### src/rtl/array_result_serializer.sv
// array_result_serializer: captures per-column result words, requantizes with round-half-up
// and saturation, and serializes each vector onto one AXI-Stream in column order.
module array_result_serializer #(
    parameter int CHANNELS            = 4,
    parameter int DATA_WIDTH_IN       = 16,
    parameter int FRACTIONAL_BITS_IN  = 13,
    parameter int DATA_WIDTH_OUT      = 16,
    parameter int FRACTIONAL_BITS_OUT = 13,
    parameter int USER_WIDTH          = 1,
    parameter int ID_WIDTH            = (CHANNELS > 1) ? $clog2(CHANNELS) : 1
) (
    input  logic                               clk,
    input  logic                               rst,
    input  logic [CHANNELS*DATA_WIDTH_IN-1:0]  s_axis_tdata,
    input  logic [CHANNELS-1:0]                s_axis_tvalid,
    output logic [CHANNELS-1:0]                s_axis_tready,
    input  logic [CHANNELS-1:0]                s_axis_tlast,
    input  logic [CHANNELS*USER_WIDTH-1:0]     s_axis_tuser,
    output logic [DATA_WIDTH_OUT-1:0]          m_axis_tdata,
    output logic                               m_axis_tvalid,
    input  logic                               m_axis_tready,
    output logic                               m_axis_tlast,
    output logic [ID_WIDTH-1:0]                m_axis_tid,
    output logic [USER_WIDTH-1:0]              m_axis_tuser,
    output logic                               err_tlast_mismatch,
    output logic                               err_saturated
);
    localparam int SH = FRACTIONAL_BITS_IN - FRACTIONAL_BITS_OUT;
    localparam int WW = DATA_WIDTH_IN + 1 + ((SH < 0) ? -SH : 0);
    localparam int CW = ((WW > DATA_WIDTH_OUT) ? WW : DATA_WIDTH_OUT) + 1;
    localparam logic [CW-1:0] ONE = CW'(1);
    localparam logic signed [CW-1:0] MAXV = (ONE << (DATA_WIDTH_OUT - 1)) - ONE;
    localparam logic signed [CW-1:0] MINV = ~MAXV;
    localparam logic [ID_WIDTH-1:0] LAST_IDX = ID_WIDTH'(CHANNELS - 1);

    logic [DATA_WIDTH_IN-1:0]   r_data [CHANNELS];
    logic [USER_WIDTH-1:0]      r_user [CHANNELS];
    logic [CHANNELS-1:0]        r_last, r_full, w_cap, w_drain;
    logic [ID_WIDTH-1:0]        r_idx;
    logic                       r_rdy_en, r_vec_last;
    logic                       w_load, w_vlast, w_hi, w_lo;
    logic signed [DATA_WIDTH_IN-1:0] w_x;
    logic signed [CW-1:0]       w_q;
    logic [DATA_WIDTH_OUT-1:0]  w_y;

    assign s_axis_tready = ~r_full & {CHANNELS{r_rdy_en}};
    assign w_cap   = s_axis_tvalid & s_axis_tready;
    assign w_x     = r_data[r_idx];
    assign w_load  = (!m_axis_tvalid || m_axis_tready) && ((r_idx == '0) ? &r_full : r_full[r_idx]);
    assign w_drain = w_load ? CHANNELS'(1) << r_idx : '0;
    // channel 0 may refill mid-vector, so its tlast is latched when idx 0 is loaded
    assign w_vlast = (r_idx == '0) ? r_last[0] : r_vec_last;

    generate
        if (SH > 0) begin : g_rnd
            localparam logic signed [DATA_WIDTH_IN:0] RND = (DATA_WIDTH_IN + 1)'(1) <<< (SH - 1);
            logic signed [DATA_WIDTH_IN:0] w_sum;
            assign w_sum = (DATA_WIDTH_IN + 1)'(w_x) + RND;
            assign w_q   = CW'(w_sum >>> SH);
        end else if (SH < 0) begin : g_shl
            assign w_q = CW'(w_x) <<< (-SH);
        end else begin : g_id
            assign w_q = CW'(w_x);
        end
    endgenerate

    assign w_hi = w_q > MAXV;
    assign w_lo = w_q < MINV;
    assign w_y  = w_hi ? MAXV[DATA_WIDTH_OUT-1:0] : w_lo ? MINV[DATA_WIDTH_OUT-1:0] : w_q[DATA_WIDTH_OUT-1:0];

    always_ff @(posedge clk) begin
        for (int c = 0; c < CHANNELS; c++) begin
            if (w_cap[c]) begin
                r_data[c] <= s_axis_tdata[c*DATA_WIDTH_IN +: DATA_WIDTH_IN];
                r_last[c] <= s_axis_tlast[c];
                r_user[c] <= s_axis_tuser[c*USER_WIDTH +: USER_WIDTH];
            end
        end
    end

    always_ff @(posedge clk) begin
        if (!rst) begin
            r_full             <= '0;
            r_idx              <= '0;
            r_rdy_en           <= 1'b0;
            r_vec_last         <= 1'b0;
            m_axis_tvalid      <= 1'b0;
            m_axis_tdata       <= '0;
            m_axis_tlast       <= 1'b0;
            m_axis_tid         <= '0;
            m_axis_tuser       <= '0;
            err_tlast_mismatch <= 1'b0;
            err_saturated      <= 1'b0;
        end else begin
            r_rdy_en           <= 1'b1;
            r_full             <= (r_full & ~w_drain) | w_cap;
            err_tlast_mismatch <= w_load && (r_idx == '0) && !(&r_last || !(|r_last));
            if (w_load) begin
                m_axis_tvalid <= 1'b1;
                m_axis_tdata  <= w_y;
                m_axis_tlast  <= (r_idx == LAST_IDX) && w_vlast;
                m_axis_tid    <= r_idx;
                m_axis_tuser  <= r_user[r_idx];
                err_saturated <= err_saturated | w_hi | w_lo;
                r_idx         <= (r_idx == LAST_IDX) ? '0 : r_idx + ID_WIDTH'(1);
                if (r_idx == '0) r_vec_last <= r_last[0];
            end else if (m_axis_tready) begin
                m_axis_tvalid <= 1'b0;
            end
        end
    end
endmodule
### config.mk
export PLATFORM = sky130hd
export DESIGN_NAME = array_result_serializer
export DESIGN_NICKNAME = d
export VERILOG_FILES = /design/src/rtl/array_result_serializer.sv
export SDC_FILE = /design/constraint.sdc
export NUM_CORES = 1
export LEC_CHECK = 0
export BUFFER_PORTS_ARGS = -buffer_cell sky130_fd_sc_hd__buf_2
export CORE_ASPECT_RATIO = 0.5
export CORE_UTILIZATION = 30
export CTS_CLUSTER_DIAMETER = 60
export DETAILED_ROUTE_END_ITERATION = 7
export PLACE_DENSITY_LB_ADDON = 0.05
export RECOVER_POWER = 50
export SETUP_SLACK_MARGIN = 0.15
export SYNTH_ARGS = -nofsm -noshare
export SYNTH_HDL_FRONTEND = slang
export SYNTH_SLANG_ARGS = --single-unit
### constraint.sdc
create_clock -name clk -period 1.7 [get_ports clk]
set_clock_uncertainty 0.15 [all_clocks]
set_input_delay 0.255 -clock clk [delete_from_list [all_inputs] [get_ports clk]]
set_output_delay 0.255 -clock clk [all_outputs]
set_load 0.02 [all_outputs]
; ---- Word-level counts from Yosys, hierarchy flattened
; Memories as Yosys holds them, arrays and structs flattened. A register that Yosys moved wholly into a read port is not among the register bits.
; Index checks and enable logic that the tools add are counted.
[classes]
add_sub_neg = 1
magnitude_cmp = 3
n_eq_ne = 1
shift = 1
mux = 21
bitwise = 8
n_reduce_logical = 15
[op_table]
columns = cell, n
row1 = 16-bit 2-to-1 mux, 2
row2 = "16-bit > comparator, second input constant", 1
row3 = "16-bit < comparator, second input constant", 1
row4 = 1-bit 2-to-1 mux, 14
row5 = 4-bit AND, 3
row6 = 4-bit inverter, 2
row7 = 4-bit AND reduction, 2
row8 = 2-bit 2-to-1 mux, 3
row9 = 1-bit logical AND, 4
row10 = 1-bit logical NOT, 4
row11 = 4-bit 2-to-1 mux, 1
row12 = 4-bit bitwise OR, 1
row13 = 4-bit OR reduction, 1
row14 = "1-bit by 2-bit left shift with 4-bit output, first input constant", 1
row15 = "2-bit by 3-bit < comparator with 1-bit output, second input constant", 1
row16 = "2-bit by 1-bit adder with 2-bit output, second input constant", 1
row17 = 1-bit binary-select mux with 2-bit select, 1
row18 = "2-bit equality test, second input constant", 1
row19 = 2-bit logical NOT, 1
row20 = 1-bit logical OR, 2
row21 = 1-bit bitwise OR, 2
row22 = 2-bit nonzero test, 1
[totals]
ff_bits = 34
ram_bits = 68
inputBits = 79
word_cells = 66
n_memories = 2
[mem_list]
columns = memory, depth, word_bits, read_ports, rd_clocked_by_memory_dff, write_ports, line_no
row1 = r_data, 4, 16, 1, 1, 4, 36  ; logic [DATA_WIDTH_IN-1:0] r_data [CHANNELS];
row2 = r_user, 4, 1, 1, 1, 4, 37  ; logic [USER_WIDTH-1:0] r_user [CHANNELS];

; ---- Logic depth before layout (Yosys ltp)
; Gate-level depths: netlist of run 1.
[logic_depth]
depth_word = 8
mapped_depth = 6

; ---- Worst setup path after synthesis of run 1
; OpenSTA, ideal clock, no wires.
[synth_path]
path_type = reg2reg
from = register r_rdy_en
to = memory r_data[0][0], enable pin
setup_ns = 0.376
arrival_ns = 1.316
required_time_ns = 1.174
slack_ns = -0.142
stages_incl_launch_ff = 3
cell_sequence = dfxtp_1 > nor2b_1 > and2_1
[synth_lines]
columns = element, line_no
row1 = "start, declared", 40  ; logic r_rdy_en, r_vec_last;
row2 = "start signal, assigned", 85  ; r_rdy_en <= 1'b0;
row3 = "start signal, assigned", 95  ; r_rdy_en <= 1'b1;
row4 = "end, declared", 36

; ---- Worst setup path after layout of run 1
[layout_path]
from = register r_idx[0]
to = register m_axis_tuser, read port of r_user
[layout_between]
elab_chain_len = 4
[layout_lines]
columns = element, line_no
row1 = "start, declared", 39  ; logic [ID_WIDTH-1:0] r_idx;
row2 = "start signal, assigned", 105  ; r_idx <= (r_idx == LAST_IDX) ? '0 : r_idx + ID_WIDTH'(1);
row3 = 1-bit binary-select mux with 2-bit select, 49  ; assign w_load = (!m_axis_tvalid || m_axis_tready) && ((r_idx == '0) ? &r_full : r_full[r_idx]);
row4 = 1-bit 2-to-1 mux (implied by the code), 49
row5 = 1-bit 2-to-1 mux, 49
row6 = 1-bit logical AND, 49
row7 = "end, declared", 24  ; output logic [USER_WIDTH-1:0] m_axis_tuser,
; Several ways; a longest one is shown, not always the timed one. The select of a mux whose other input is x is not followed.
; A chain may end at the register's enable or synchronous reset.

==> impl_metrics.py, run 1 <==
metrics = {
    "synth": {
        "synth_top_area_share": 0.5414,
        "synth_largest_area_cell": "edfxtp_1",
        "synthArstFlopShare": 0,
        "synth-seq-area-share": 0.7068,
        "synthDistinctLibCells": 30,
        "yosysMostFrequentCell": "edfxtp_1",
        "synthTopCellsByArea": "edfxtp_1 54%, dfxtp_1 17%, mux4_2 9.6%, mux2i_1 5.8%, nand2_1 4.1%",
        "yosysWarnings": 0,
        "synth_cells": 243,
        "synthTopCellsByCount": "72 x edfxtp_1, 44 x nand2_1, 33 x dfxtp_1",
        "syn_area_mm2": 0.003994,
        "synth_enable_flop_cells": 72,
        "postSynthAreaPerCell_um2": 16.44,
        "synth_top_flop_cell": "edfxtp_1",
        "synth-seq-cells": 105,
        "syn-num-nets": 326,
    },
    "floorplan": {
        "start_util": 0.3118,
        "core-area_mm2": 0.01281,
        "die-width_um": 165.2,
        "die_area_mm2": 0.01381,
        "rows": 29,
        "die_y_um": 83.59,
        "io_pins": 106,
    },
    "layout": {
        "drive_above_1_share": 0.3430,
        "final_cells": 616,
        "multiInputGateArea_mm2": 0.001119,
        "num_antenna_cells": 0,
        "fillers": 1181,
        "final_core_util": 0.4663,
        "area_growth_syn_to_layout_pct": 49.53,
        "finalNetCount": 524,
        "regArea_mm2": 0.002829,
    },
    "detailed_routing": {
        "drt-pass1-iter-count": 4,
        "via_per_inst": 4.292,
        "vias": 2644,
        "antenna_left": 0,
        "drc": 0,
        "drt_iter0_drc": 110,
        "drt-total-wl_um": 9540,
        "wire_per_inst_um": 15.49,
    },
    "timing": {
        "maxSlewHeadroom": 0.4564,
        "worst_pin_slew_ns": 0.8155,
        "finalSetupViolCount": 9,
        "fin_crit_ns": 1.727,
        "max_clock_freq_ghz": 0.5789,
        "finalWorstSetupSlack_ns": -0.02729,
        "grt_setup_unrepaired": "yes",
        "finalCritPeriodShare": 1.016,
        "hold_viol_final": 0,
        "hold_ws_ns": 0.1625,
        "fin_tns_setup_ns": -0.1216,
        "finalMaxSlewViolations": 0,
    },
    "grt": {
        "grt-ovfl-total": 0,
        "gr-usage-all-layers": 0.1487,
        "antenna_found_initial": 0,
        "grt_pass1_vias": 2845,
        "grt_pass1_wl_um": 14920,
        "grt_max_degree": 20,
    },
    "clock_network": {
        "cts_tree": "built",
        "clock_sinks": 105,
        "root_buffer": "clkbuf_16",
        "htree_levels": 3,
        "cts_buffers": 9,
        "clockBufferDepth": 2,
        "clk_latency_ns": 0.35,
        "clk_pin_slew_worst_paths_ns": 0.07,
    },
    "power": {
        "swShare": 0.2136,
        "seqPwrFrac": 0.528,
        "vdd_drop_max_mv": 0.3755,
        "leakagePower_nw": 2.376,
        "powerDensity_mw_per_mm2": 903.4,
        "switching_power_w": 0.001153,
        "combPwrFrac": 0.076,
        "p_int_w": 0.004243,
        "power.share.clock": 0.395,
    },
    "placement": {
        "placedCellCount": 524,
        "routabilityCongestion": 0.7114,
        "pre_cts_ws_ns": -0.02291,
        "portBuffers": 105,
        "dp_hpwl_um": 6404,
    },
    "worst_setup_path": {
        "worstSetupStartpointType": "flop",
        "worstPathArrival_ns": 1.85,
        "reg2reg_from": "r_idx[0]",
        "critical_path_class": "flop to flop",
        "critical_path_required_ns": 1.82,
        "ff2ff_setup_slack_ns": -0.03,
        "crit_path_end": "m_axis_tuser",
        "startpoint": "r_idx[0]",
        "path_max_fanout": 7,
        "crit_path_end_kind": "flop",
        "rr_worst_depth": 4,
        "r2r-end": "m_axis_tuser",
    },
    "job": {
        "drv_cap": 0,
    },
    "min_path": {
        "min-delay-path-class": "primary input to flop",
    },
    "outcome": {
        "violations": "negative setup slack",
        "run_status": "finished, violations left",
    },
}
metrics by stage:
| stage | area (um2) | power (W) |
|---|---|---|
| after floorplan | 4005 | 0.003010 |
| after global placement | 4873 | 0.003178 |
| after detailed placement | 4873 | 0.003189 |
| after CTS | 5922 | 0.005473 |
| after global routing | 5972 | 0.005614 |
| final | 5972 | 0.005395 |
repair_timing:
item,4_1_cts,5_1_grt
hold buffers,72,0
hold endpoints to repair,72,0
gates resized for setup,1,18
gates cloned,0,1
buffers inserted,2,1
pin swaps,0,3
setup endpoints to repair,30,34
routing by layer:
metal  vias to the layer above  track usage  part of all wire
met5                         -            0                 0
met4                         0      0.02836            0.0056
met3                         7      0.05365             0.059
met2                        61       0.2564              0.50
met1                      1276       0.1783              0.43
li1                       1300            -                 -
critical path: stages (launching register included):
cell	delay, ns
dfxtp_4	0.37
mux4_2	0.55
o211ai_4	0.17
clkbuf_16	0.24
mux2i_1	0.18
power groups by stage:
| stage | Combinational, W | Clock, W | Sequential [W] |
|---|---|---|---|
| after floorplan | 0.000109 | 0 | 0.00290 |
| after global placement | 0.000272 | 0 | 0.00291 |
| after detailed placement | 0.000280 | 0 | 0.00291 |
| after CTS | 0.000408 | 0.00222 | 0.00285 |
| after global routing | 0.000451 | 0.00230 | 0.00286 |
| final | 0.000411 | 0.00213 | 0.00285 |
cell families (layout without fill, tap and decap cells):
group | Yosys count | count (layout) | share of synthesized area
multiplexers | 42 | 42 | 0.1629
flip-flops | 105 | 105 | 0.7068
AO/OA/AOI/OAI | 12 | 12 | 0.01942
AND/OR/NAND/NOR | 63 | 63 | 0.07425
buffers and inverters | 17 | 220 | 0.02412
adder cells (fa/ha/maj) | 4 | 4 | 0.01253
how the worst min path moves through the flow:
stage / startpoint / end / slack [ns] / depth (start not counted)
2_1_floorplan: rst / r_rdy_en / 0.13 / 0
3_3_place_gp: s_axis_tdata[56] / r_data[3][8] / 0.28 / 1
5_1_grt: m_axis_tready / m_axis_tvalid / 0.18 / 3
6_report: m_axis_tready / m_axis_tvalid / 0.16 / 3
4_1_cts: rst / r_rdy_en / 0.06 / 1
3_5_place_dp: s_axis_tdata[2] / r_data[0][2] / 0.28 / 1
placed cells by master (no fill, tap or decap), types with 2 or more instances in the layout:
cell	synthesis	final
inv_1	3	3
buf_2	2	78
buf_4	0	15
dfxtp_2	0	2
clkbuf_16	0	10
o21ai_0	4	4
nand3_1	2	2
a21oi_2	0	4
dlygate4sd3_1	0	72
clkbuf_1	6	25
ha_1	4	4
mux2i_1	23	23
mux4_2	17	17
nor2b_1	6	2
edfxtp_1	72	72
and3b_1	3	3
buf_6	4	4
nand2_1	44	44
nor2b_2	0	4
buf_12	0	5
inv_6	0	3
dfxtp_1	33	30
flip-flops by register name (all words and copies together), names as in the netlist, named ones only:
register	cells
r_vec_last	1
m_axis_tuser	1
err_tlast_mismatch	1
r_user	4
err_saturated	1
r_idx	2
m_axis_tvalid	1
m_axis_tlast	1
r_last	4
r_rdy_en	1
r_data	64
m_axis_tdata	16
r_full	4
m_axis_tid	2
final cells by class:
class / count / share of cell area
sequential: 105 / 0.4737
clock buffer: 9 / 0.03771
tap: 170 / 0.03562
clock inverter: 7 / 0.01404
multi-input combinational: 121 / 0.1873
inverter: 4 / 0.002514
timing repair buffer: 200 / 0.2491
No activity file was read; power rests on OpenSTA's default activity.
==> inputs of run 2 (changes only) <==
Settings changed: ABC_CLOCK_PERIOD_IN_PS from default to 2170, SKIP_CTS_REPAIR_TIMING from default to 1.
Clock period 1.7 ns to 2.17 ns, I/O delays scaled along.
==> impl_metrics.py, run 2 (same netlist as run 1, synthesis figures left out) <==
metrics = {
    "timing": {
        "worst_pin_slew_ns": 0.9498,
        "finalSetupViolCount": 0,
        "max_clock_freq_ghz": 0.5359,
        "finalMaxSlewViolations": 0,
        "grt_setup_unrepaired": "no",
        "finalCritPeriodShare": 0.8599,
        "fin_tns_setup_ns": 0,
        "fin_crit_ns": 1.866,
        "hold_viol_final": 0,
        "maxSlewHeadroom": 0.3668,
        "hold_ws_ns": 0.01105,
    },
    "min_path": {
        "min-delay-path-class": "primary input to flop",
        "min_path_cells": 1,
    },
    "layout": {
        "mostFrequentLayoutCell": "buf_2",
        "final_cells": 578,
        "mostFrequentLayoutCells": "82 x buf_2, 72 x edfxtp_1, 45 x dlygate4sd3_1, 44 x nand2_1, 33 x dfxtp_1",
        "area_growth_syn_to_layout_pct": 38.28,
        "reg_top3": "r_data (64), m_axis_tdata (16)",
        "largest_reg_flops": 64,
        "drive_above_1_share": 0.3186,
        "fillers": 1182,
        "top_register": "r_data",
        "finalNetCount": 486,
        "num_antenna_cells": 0,
    },
    "outcome": {
        "run_status": "finished, final reports clean",
    },
    "clock_network": {
        "htree_levels": 3,
        "cts_buffers": 9,
        "cts_tree": "built",
        "clk_latency_ns": 0.34,
        "clock_sinks": 105,
        "root_buffer": "clkbuf_16",
        "clk_pin_slew_worst_paths_ns": 0.07,
        "clockBufferDepth": 2,
    },
    "detailed_routing": {
        "via_per_inst": 4.362,
        "drt-pass1-iter-count": 4,
        "drt-total-wl_um": 9358,
        "antenna_left": 0,
        "drc": 0,
        "wire_per_inst_um": 16.19,
        "drt_iter0_drc": 79,
        "vias": 2521,
    },
    "grt": {
        "antenna_found_initial": 0,
        "grt_max_degree": 31,
        "grt_util_met3": 0.05663,
        "grtUsageMet1": 0.1762,
        "grt_pass1_vias": 2521,
        "grt-ovfl-total": 0,
        "gr-usage-all-layers": 0.1402,
        "met2_usage": 0.2240,
        "grt_pass1_wl_um": 13970,
        "grt-busiest-layer": "met2",
    },
    "power": {
        "vdd_drop_max_mv": 0.3205,
        "p_int_w": 0.003408,
        "switching_power_w": 0.0008460,
        "seqPwrFrac": 0.526,
        "power.share.clock": 0.412,
        "leakagePower_nw": 2.177,
        "swShare": 0.1989,
        "combPwrFrac": 0.062,
        "powerDensity_mw_per_mm2": 770.2,
    },
    "job": {
        "drv_cap": 0,
    },
    "floorplan": {
        "core-area_mm2": 0.01281,
        "io_pins": 106,
        "die_area_mm2": 0.01381,
        "die-width_um": 165.2,
        "start_util": 0.3118,
        "die_y_um": 83.59,
        "rows": 29,
    },
    "worst_setup_path": {
        "critical_path_required_ns": 2.29,
        "crit_path_end_kind": "flop",
        "rr_worst_depth": 6,
        "path_max_fanout": 19,
        "worstPathArrival_ns": 1.98,
        "worstSetupStartpointType": "flop",
        "critical_path_class": "flop to flop",
    },
    "placement": {
        "dp_hpwl_um": 6596,
        "routabilityCongestion": 0.6906,
        "placedCellCount": 517,
        "portBuffers": 105,
    },
}
## run 2: cell types whose count changed in the layout (fill, tap and decap cells not counted), moves of 4 or more
cell	before	now
a21oi_2	4	0
dlygate4sd3_1	72	45
buf_2	78	82
buf_6	4	0
nor2b_2	4	0
a21oi_1	0	4
buf_4	15	9
nor2b_1	2	6
## run 2: critical path, cell delays in order (launching register included)
cell and delay [ns]:
dfxtp_1 0.38, inv_1 0.13, ha_1 0.23, clkinv_1 0.19
o211ai_4 0.27, buf_12 0.23, mux2i_1 0.22
## run 2: routing by layer
| layer | vias up | wire, um |
|---|---|---|
| met5 | - | 0 |
| met4 | 0 | 60 |
| met3 | 11 | 579 |
| met2 | 67 | 4458 |
| met1 | 1216 | 4260 |
| li1 | 1227 | - |
## run 2: layout make-up
class                      count  area (um2)  area share
clock buffer                  10       239.0     0.04327
clock inverter                 6       90.09     0.01631
inverter                       4       15.01    0.002719
multi-input combinational    121        1084      0.1962
sequential                   105        2823      0.5111
tap                          170       212.7     0.03851
timing repair buffer         162        1060      0.1919
## run 2: path summary, 6_finish.rpt
check,startpoint,endpoint,slack [ns]
setup / recovery,r_idx[0],r_vec_last,0.30
hold / removal,s_axis_tlast[3],r_last[3],0.01
setup reg to reg,r_idx[0],r_vec_last,0.30
hold reg to reg,m_axis_tdata[6],m_axis_tdata[6],0.31
## run 2: power by group through the flow
stage,clock network [W],registers [W],logic (W)
6_report,0.00175,0.00224,0.000262
5_1_grt,0.00189,0.00224,0.000289
3_5_place_dp,0,0.00228,0.000211
3_3_place_gp,0,0.00228,0.000206
2_1_floorplan,0,0.00227,0.0000838
4_1_cts,0.00181,0.00224,0.000212
## run 2: stage by stage
step / setup slack [ns] / util / instance area [um2] / total power, W
floorplan: 0.3284 / - / 3994 / 0.002358
global placement: 0.3845 / 0.3737 / 4787 / 0.002484
detailed placement: 0.2990 / 0.3737 / 4787 / 0.002494
CTS: 0.2863 / 0.3994 / 5116 / 0.004257
global route: 0.1534 / 0.4312 / 5523 / 0.004421
finish: 0.3041 / 0.4312 / 5523 / 0.004254
==> inputs of run 3 (changes only) <==
Settings changed: CORE_UTILIZATION 30 to 45.
==> impl_metrics.py, run 3 (same netlist as run 1, synthesis figures left out) <==
metrics = {
    "job": {
        "drv_cap": 0,
    },
    "worst_setup_path": {
        "critical_path_required_ns": 2.27,
        "critical_path_class": "flop to flop",
        "rr_worst_depth": 5,
        "ff2ff_setup_slack_ns": 0.31,
        "crit_path_end": "r_idx[1]",
        "r2r-end": "r_idx[1]",
        "crit_path_end_kind": "flop",
        "path_max_fanout": 8,
        "reg2reg_from": "r_idx[1]",
        "startpoint": "r_idx[1]",
        "worstSetupStartpointType": "flop",
        "worstPathArrival_ns": 1.96,
    },
    "detailed_routing": {
        "drt_iter0_drc": 129,
        "antenna_left": 0,
        "drt-pass1-iter-count": 4,
        "via_per_inst": 4.906,
        "vias": 2507,
        "wire_per_inst_um": 17.08,
        "drc": 0,
        "drt-total-wl_um": 8729,
    },
    "clock_network": {
        "clockBufferDepth": 2,
        "clock_sinks": 105,
        "htree_levels": 3,
        "clk_pin_slew_worst_paths_ns": 0.07,
        "root_buffer": "clkbuf_16",
        "clk_latency_ns": 0.34,
        "cts_tree": "built",
        "cts_buffers": 9,
    },
    "min_path": {
        "min-delay-path-class": "primary input to flop",
        "worstHoldStart": "s_axis_tdata[41]",
    },
    "grt": {
        "met2_usage": 0.3147,
        "grt_pass1_vias": 2323,
        "grt_max_degree": 33,
        "gr-usage-all-layers": 0.1891,
        "grt_pass1_wl_um": 12260,
        "antenna_found_initial": 0,
        "grt-ovfl-total": 0,
        "grtUsageMet1": 0.2300,
        "grt_util_met3": 0.07675,
        "grt-busiest-layer": "met2",
    },
    "timing": {
        "worst_pin_slew_ns": 1.392,
        "grt_setup_unrepaired": "no",
        "finalMaxSlewViolations": 0,
        "hold_ws_ns": 0.007148,
        "hold_viol_final": 0,
        "maxSlewHeadroom": 0.07167,
        "fin_crit_ns": 1.858,
        "finalCritPeriodShare": 0.8563,
        "finalWorstSetupSlack_ns": 0.3119,
        "max_clock_freq_ghz": 0.5382,
        "finalSetupViolCount": 0,
    },
    "floorplan": {
        "die_area_mm2": 0.009279,
        "io_pins": 106,
        "start_util": 0.4819,
        "rows": 23,
        "die-width_um": 135.2,
        "core-area_mm2": 0.008288,
        "die_y_um": 68.62,
    },
    "power": {
        "leakagePower_nw": 2.139,
        "vdd_drop_max_mv": 0.4379,
        "powerDensity_mw_per_mm2": 759.5,
    },
    "layout": {
        "num_antenna_cells": 0,
        "fillers": 625,
        "top_register": "r_data",
        "final_core_util": 0.6473,
        "finalNetCount": 477,
        "drive_above_1_share": 0.3208,
        "area_growth_syn_to_layout_pct": 34.34,
        "largest_reg_flops": 64,
        "reg_top3": "r_data (64), m_axis_tdata (16)",
        "mostFrequentLayoutCells": "81 x buf_2, 72 x edfxtp_1, 44 x nand2_1, 36 x dlygate4sd3_1, 33 x dfxtp_1",
        "mostFrequentLayoutCell": "buf_2",
        "final_cells": 511,
    },
    "outcome": {
        "run_status": "finished, final reports clean",
    },
    "placement": {
        "pre_cts_ws_ns": 0.01016,
        "placedCellCount": 456,
        "dp_hpwl_um": 5551,
        "routabilityCongestion": 0.8063,
        "portBuffers": 105,
    },
}
## run 3: changes by cell type in the layout (fill, tap and decap cells not counted), sizes merged
cell         before  now
clkbuf           34   33
dlygate4sd3      45   36
bufinv            2    1
o211ai            1    2
clkinvlp          0    1
buf              93   92
clkinv            4    5
## run 3: worst min path at each step
stage                                   to  slack [ns]  cells past startpoint
after detailed placement  m_axis_tdata[10]        0.30                      2
after global routing             r_user[1]      0.0004                      1
after CTS                     r_data[3][7]      -0.008                      1
after global placement     m_axis_tdata[5]        0.29                      2
after floorplan                   r_rdy_en        0.20                      0
final                         r_data[2][9]       0.007                      1
## run 3: area by class of cell
| type | count | area, um2 | share of cell area |
|---|---|---|---|
| clock buffer | 9 | 225.2 | 0.04198 |
| clock inverter | 7 | 68.82 | 0.01283 |
| inverter | 4 | 15.01 | 0.002799 |
| multi-input combinational | 122 | 1105 | 0.2059 |
| sequential | 105 | 2823 | 0.5261 |
| tap | 112 | 140.1 | 0.02612 |
| timing repair buffer | 152 | 988.4 | 0.1842 |
## run 3: layer usage
layer	wire length [um]	part of all wire	up-vias
met4	76	0.0087	0
li1	-	-	1209
met1	3847	0.44	1205
met3	630	0.072	9
met5	0	0	-
met2	4175	0.48	84
## run 3: worst max-delay path: stages (launching register included)
cell and delay [ns]:
dfxtp_1 0.43, inv_1 0.09, ha_1 0.23, clkinv_1 0.18, o211a_1 0.41, mux2i_1 0.28
## run 3: where the power goes
group	switching (W)	internal (W)
Clock	0.000695	0.000892
Sequential	0.0000222	0.00222
Combinational	0.000111	0.000139
## run 3: metrics by stage
step / instance area (um2) / power [W] / setup TNS [ns]
2_1_floorplan: 3994 / 0.002358 / 0
3_3_place_gp: 4679 / 0.002475 / 0
3_5_place_dp: 4679 / 0.002484 / 0
4_1_cts: 4974 / 0.004060 / -0.04245
5_1_grt: 5365 / 0.004206 / 0
6_report: 5365 / 0.004075 / 0
